$ cat src/rtl/seqdet_sched.sv
// Word-to-serial scheduler feeding an overlapping pattern matcher.
// It also keeps a saturating match counter and a sticky threshold interrupt.
module seqdet_sched #(
    parameter int               WORD_W  = 8,
    parameter int               PAT_W   = 5,
    parameter logic [PAT_W-1:0] PATTERN = 5'b10010,
    parameter int               CNT_W   = 8
) (
    input  logic              clk,
    input  logic              rst,
    input  logic [WORD_W-1:0] s_data,
    input  logic              s_valid,
    output logic              s_ready,
    input  logic              pat_load,
    input  logic [PAT_W-1:0]  pat_in,
    input  logic [CNT_W-1:0]  thresh,
    input  logic              irq_clr,
    output logic              bit_out,
    output logic              bit_valid,
    output logic              hit,
    output logic [CNT_W-1:0]  match_cnt,
    output logic              irq,
    output logic              busy
);

    localparam int IDX_W  = $clog2(WORD_W);
    localparam int FILL_W = $clog2(PAT_W + 1);
    localparam logic [IDX_W-1:0]  LAST_IDX  = IDX_W'(WORD_W - 1);
    localparam logic [FILL_W-1:0] FILL_FULL = FILL_W'(PAT_W);
    localparam logic [CNT_W-1:0]  CNT_MAX   = {CNT_W{1'b1}};

    typedef enum logic {IDLE, SHIFT} state_t;

    state_t              state_reg, state_next;
    logic [WORD_W-1:0]   shifter_reg, shifter_next;
    logic [IDX_W-1:0]    idx_reg, idx_next;
    logic [PAT_W-1:0]    pattern_reg, pattern_next;
    logic [PAT_W-1:0]    history_reg, history_next;
    logic [FILL_W-1:0]   fill_reg, fill_next;
    logic                hit_reg, hit_next;
    logic [CNT_W-1:0]    cnt_reg, cnt_next;
    logic                irq_reg, irq_next;

    logic                last_bit;
    logic [PAT_W-1:0]    hist_shift;
    logic [PAT_W-1:0]    bit_eq;
    logic [FILL_W-1:0]   fill_inc;
    logic [CNT_W-1:0]    cnt_inc;

    assign bit_valid = (state_reg == SHIFT);
    assign busy      = bit_valid;
    assign bit_out   = bit_valid & shifter_reg[WORD_W-1];
    assign last_bit  = bit_valid && (idx_reg == LAST_IDX);
    assign s_ready   = (state_reg == IDLE) || last_bit;
    assign hit       = hit_reg;
    assign match_cnt = cnt_reg;
    assign irq       = irq_reg;

    // Candidate history after this edge, compared bitwise against the pattern.
    assign hist_shift = {history_reg[PAT_W-2:0], bit_out};
    assign fill_inc   = (fill_reg == FILL_FULL) ? FILL_FULL : fill_reg + FILL_W'(1);
    assign cnt_inc    = cnt_reg + CNT_W'(1);

    genvar gi;
    generate
        for (gi = 0; gi < PAT_W; gi++) begin : g_eq
            assign bit_eq[gi] = ~(hist_shift[gi] ^ pattern_reg[gi]);
        end
    endgenerate

    always_comb begin
        state_next   = state_reg;
        shifter_next = shifter_reg;
        idx_next     = idx_reg;
        pattern_next = pattern_reg;
        history_next = history_reg;
        fill_next    = fill_reg;
        hit_next     = 1'b0;
        cnt_next     = cnt_reg;
        irq_next     = irq_reg;

        case (state_reg)
            IDLE: begin
                if (s_valid) begin
                    shifter_next = s_data;
                    idx_next     = '0;
                    state_next   = SHIFT;
                end
                if (pat_load) begin
                    pattern_next = pat_in;
                    history_next = '0;
                    fill_next    = '0;
                end
            end
            SHIFT: begin
                shifter_next = shifter_reg << 1;
                idx_next     = idx_reg + IDX_W'(1);
                if (last_bit) begin
                    idx_next = '0;
                    if (s_valid) begin
                        shifter_next = s_data;
                    end else begin
                        state_next = IDLE;
                    end
                end
                history_next = hist_shift;
                fill_next    = fill_inc;
                hit_next     = (&bit_eq) && (fill_inc == FILL_FULL);
            end
            default: state_next = IDLE;
        endcase

        // Clear has priority over a coincident hit.
        if (irq_clr) begin
            cnt_next = '0;
            irq_next = 1'b0;
        end else if (hit_reg && (cnt_reg != CNT_MAX)) begin
            cnt_next = cnt_inc;
            if ((thresh != '0) && (cnt_inc == thresh)) begin
                irq_next = 1'b1;
            end
        end
    end

    always_ff @(posedge clk or negedge rst) begin
        if (!rst) begin
            state_reg   <= IDLE;
            shifter_reg <= '0;
            idx_reg     <= '0;
            pattern_reg <= PATTERN;
            history_reg <= '0;
            fill_reg    <= '0;
            hit_reg     <= 1'b0;
            cnt_reg     <= '0;
            irq_reg     <= 1'b0;
        end else begin
            state_reg   <= state_next;
            shifter_reg <= shifter_next;
            idx_reg     <= idx_next;
            pattern_reg <= pattern_next;
            history_reg <= history_next;
            fill_reg    <= fill_next;
            hit_reg     <= hit_next;
            cnt_reg     <= cnt_next;
            irq_reg     <= irq_next;
        end
    end

endmodule
$ cat config.mk
export PLATFORM = sky130hd
export DESIGN_NAME = seqdet_sched
export DESIGN_NICKNAME = d
export VERILOG_FILES = /design/src/rtl/seqdet_sched.sv
export SDC_FILE = /design/constraint.sdc
export NUM_CORES = 1
export LEC_CHECK = 0
export ABC_AREA = 1
export BUFFER_PORTS_ARGS = -buffer_cell sky130_fd_sc_hd__buf_4
export CAP_MARGIN = 25
export CORE_ASPECT_RATIO = 1.75
export CORE_UTILIZATION = 39
export CTS_BUF_LIST = sky130_fd_sc_hd__clkbuf_4
export CTS_CLUSTER_DIAMETER = 80
export DETAILED_ROUTE_END_ITERATION = 16
export PLACE_DENSITY = 0.72
export SETUP_SLACK_MARGIN = 0.15
export SLEW_MARGIN = 20
export SYNTH_ARGS = -nofsm -noshare
export SYNTH_HDL_FRONTEND = slang
export SYNTH_SLANG_ARGS = --single-unit
$ cat constraint.sdc
create_clock -name clk -period 1.65 [get_ports clk]
set_input_delay 0 -clock clk [delete_from_list [all_inputs] [get_ports clk]]
set_output_delay 0 -clock clk [all_outputs]
set_load 0.02 [all_outputs]
==> results.yml <==
setup_path:
  crit_chain: "buf_4, nand2_1, nor2_4, nand2_1, nand2_1, nand2_1, nand3_1, nor2_1, nand3_1, a21oi_2"
  critPathBufInv: 1
  cp-start-kind: "register"
  worstSetupEndpointType: "register"
  slowest_stage: "dfrtp_2"
  slowest_delay_ps: 450
  crit_top_cell: "nand2_1"
  path_delay_family: "simple AND/OR/NAND/NOR gates"
  crit_path_max_fanout: 5
  crit_type: "reg2reg"
  crit_required_ps: 1930
  crit_arrival_ps: 1780
synth:
  ys_seq_elements: 34
  yosysMostFrequentCell: "nand2_1"
  seq_area_frac_synth_pct: 45.8
  netlist_area_um2: 1860
  async_flop_share_pct: 100
  ys_types: 32
  synth_top_area_cell: "dfrtp_1"
  synthTopCellsByArea: "dfrtp_1 43%, nand2_1 9.7%, inv_1 6.6%"
  yosys.area.top_type_share_pct: 43.0
  ys.flop_type: "dfrtp_1"
  synth_edf_count: 0
  avgSynthCellArea_um2: 8.47
  netlist_top_cells_count: "48 x nand2_1, 33 x inv_1, 32 x dfrtp_1"
  yosys_warnings: 0
  netlist_instances: 220
  synthesis.nets: 249
timing:
  totalNegativeSetupSlack_ps: 0
  timing.fmax_mhz: 666
  layout_setup_ws_ps: 148
  hold_viol: 0
  grt_setup_unrepaired: "yes"
  period_needed_ps: 1500
  fin_crit_sh_pct: 91.0
  whs_ps: 68.6
  slew-limit-headroom_pct: 71.2
  setup_viol: 0
  worst_slew_pin_slew_ps: 432
  finalMaxSlewViolations: 0
  fin_skew_ps: 8.66
placed_design:
  place_ws_ps: 91.6
  place_inst: 310
  placed_area_um2: 2240
  portBuffers: 39
  routabilityCongestion: 0.783
  dp_hpwl_um: 3030
power_and_ir_drop:
  ir_drop_mv: 0.950
  powerDensity_nw_per_um2: 1180
  p_leak_nw: 1.28
  total_power_mw: 3.07
global_route:
  grt_max_degree: 35
  grt_pass1_wl_um: 6990
  grt.busiest_layer: "met2"
  use_met2_pct: 35.5
  grtUsageMet3_pct: 4.72
  grtUsageTotal_pct: 19.2
  grt_pass1_vias: 1683
  use_met1_pct: 18.7
  antenna_found_initial: 0
  grt_overflow: 0
cells_and_area:
  antenna_cells: 0
  final-instance-count-excl-fill: 343
  drive_gt1_share_pct: 34.2
  syn_to_final_growth_pct: 39.8
  multi_input_area_um2: 922
  fin_util_pct: 58.1
  final_nets: 320
  fin_area_um2: 2610
  fillers: 397
  regArea_um2: 857
clocking:
  insertion_delay_ps: 340
  cts_root_buffer: "clkbuf_4"
  cts.sink_count: 34
  clk_pin_slew_ps: 100
  cts_tree: "yes"
  htreeDepth: 2
  cts_buffers: 5
  clockBufferDepth: 2
floorplanning:
  die_h_um: 93.4
  core_area_um2: 4480
  die_area_um2: 5070
  start_util_pct: 41.5
  io_pins: 40
  placement_rows: 32
  die_w_um: 54.2
drt:
  wire_per_inst_um: 12.9
  drt_wl_total_um: 4430
  vias: 1745
  ant_nets: 0
  firstDrtPassIters: 4
  drc: 0
  drtIter0Drc: 34
  vias_per_cell: 5.09
run_status:
  outcome: "finished, final reports clean"
min_path:
  min_path_type: "in2reg"
run:
  max_cap_viol_count: 0
-- placed cells by master, fill, tap and decap left out, types with 6 or more instances in the layout --
cell type,netlist,routed
o211ai_1,8,8
clkbuf_4,0,6
dlygate4sd3_1,0,17
nor2_1,14,12
buf_4,2,48
dfrtp_1,32,29
inv_1,33,31
nand3_1,20,19
o21ai_0,17,14
nand2_1,48,44
-- cell type report --
| class | count | share of cell area [%] |
|---|---|---|
| clock inverter | 2 | 0.336 |
| tap | 51 | 2.45 |
| multi-input combinational | 148 | 35.4 |
| inverter | 35 | 5.09 |
| sequential | 34 | 32.9 |
| clock buffer | 6 | 1.73 |
| timing repair buffer | 67 | 22.1 |
-- worst register-to-register path, delay by kind of cell, from the launching register on --
family | cells | cell delay (ps)
flops | 1 | 450
buf+inv | 1 | 160
compound gates | 1 | 110
simple gates | 8 | 720
-- final timing paths --
check	startpoint	cells after the start	to	slack [ps]
hold / removal	thresh[6]	6	irq	70
min in group asynchronous	rst	2	match_cnt[3]	130
setup reg to reg	match_cnt[1]	10	irq	150
hold reg to reg	fill_reg[2]	1	fill_reg[1]	510
setup / recovery	match_cnt[1]	10	irq	150
max in group asynchronous	rst	2	match_cnt[0]	1180
-- timing repair --
action,CTS,global route
gates cloned,0,1
pin swaps,2,6
endpoints found under the hold margin,57,0
setup endpoints to repair,10,16
setup buffers,3,4
hold buffers,17,0
resized for setup,5,16
-- power breakdown --
group | total, mW | switching, mW | internal [mW] | leakage, nW
Sequential | 1.29 | 0.161 | 1.13 | 0.425
Clock | 0.457 | 0.280 | 0.176 | 0.0331
Combinational | 1.32 | 0.661 | 0.656 | 0.821
Total | 3.07 | 1.10 | 1.97 | 1.28
-- per-layer routing --
metal  wire length, um  share of wire [%]  up-vias
li1                  -                  -      866
met1              1640                 37      817
met2              2490                 56       53
met3               214                4.8        9
met4                86                1.9        0
met5                 0                  0        -
-- cells by family (layout without fill, tap and decap cells) --
group | after synthesis | after routing | synth area share (%)
AND/OR/NAND/NOR | 95 | 95 | 23.6
AO/OA/AOI/OAI | 43 | 43 | 16.5
buffers and inverters | 38 | 110 | 8.13
flip-flops | 34 | 34 | 45.8
multiplexers | 5 | 5 | 3.02
adder cells (fa/ha/maj) | 3 | 3 | 2.01
XOR/XNOR | 2 | 2 | 0.940
Power figures use the tool's default switching activity.
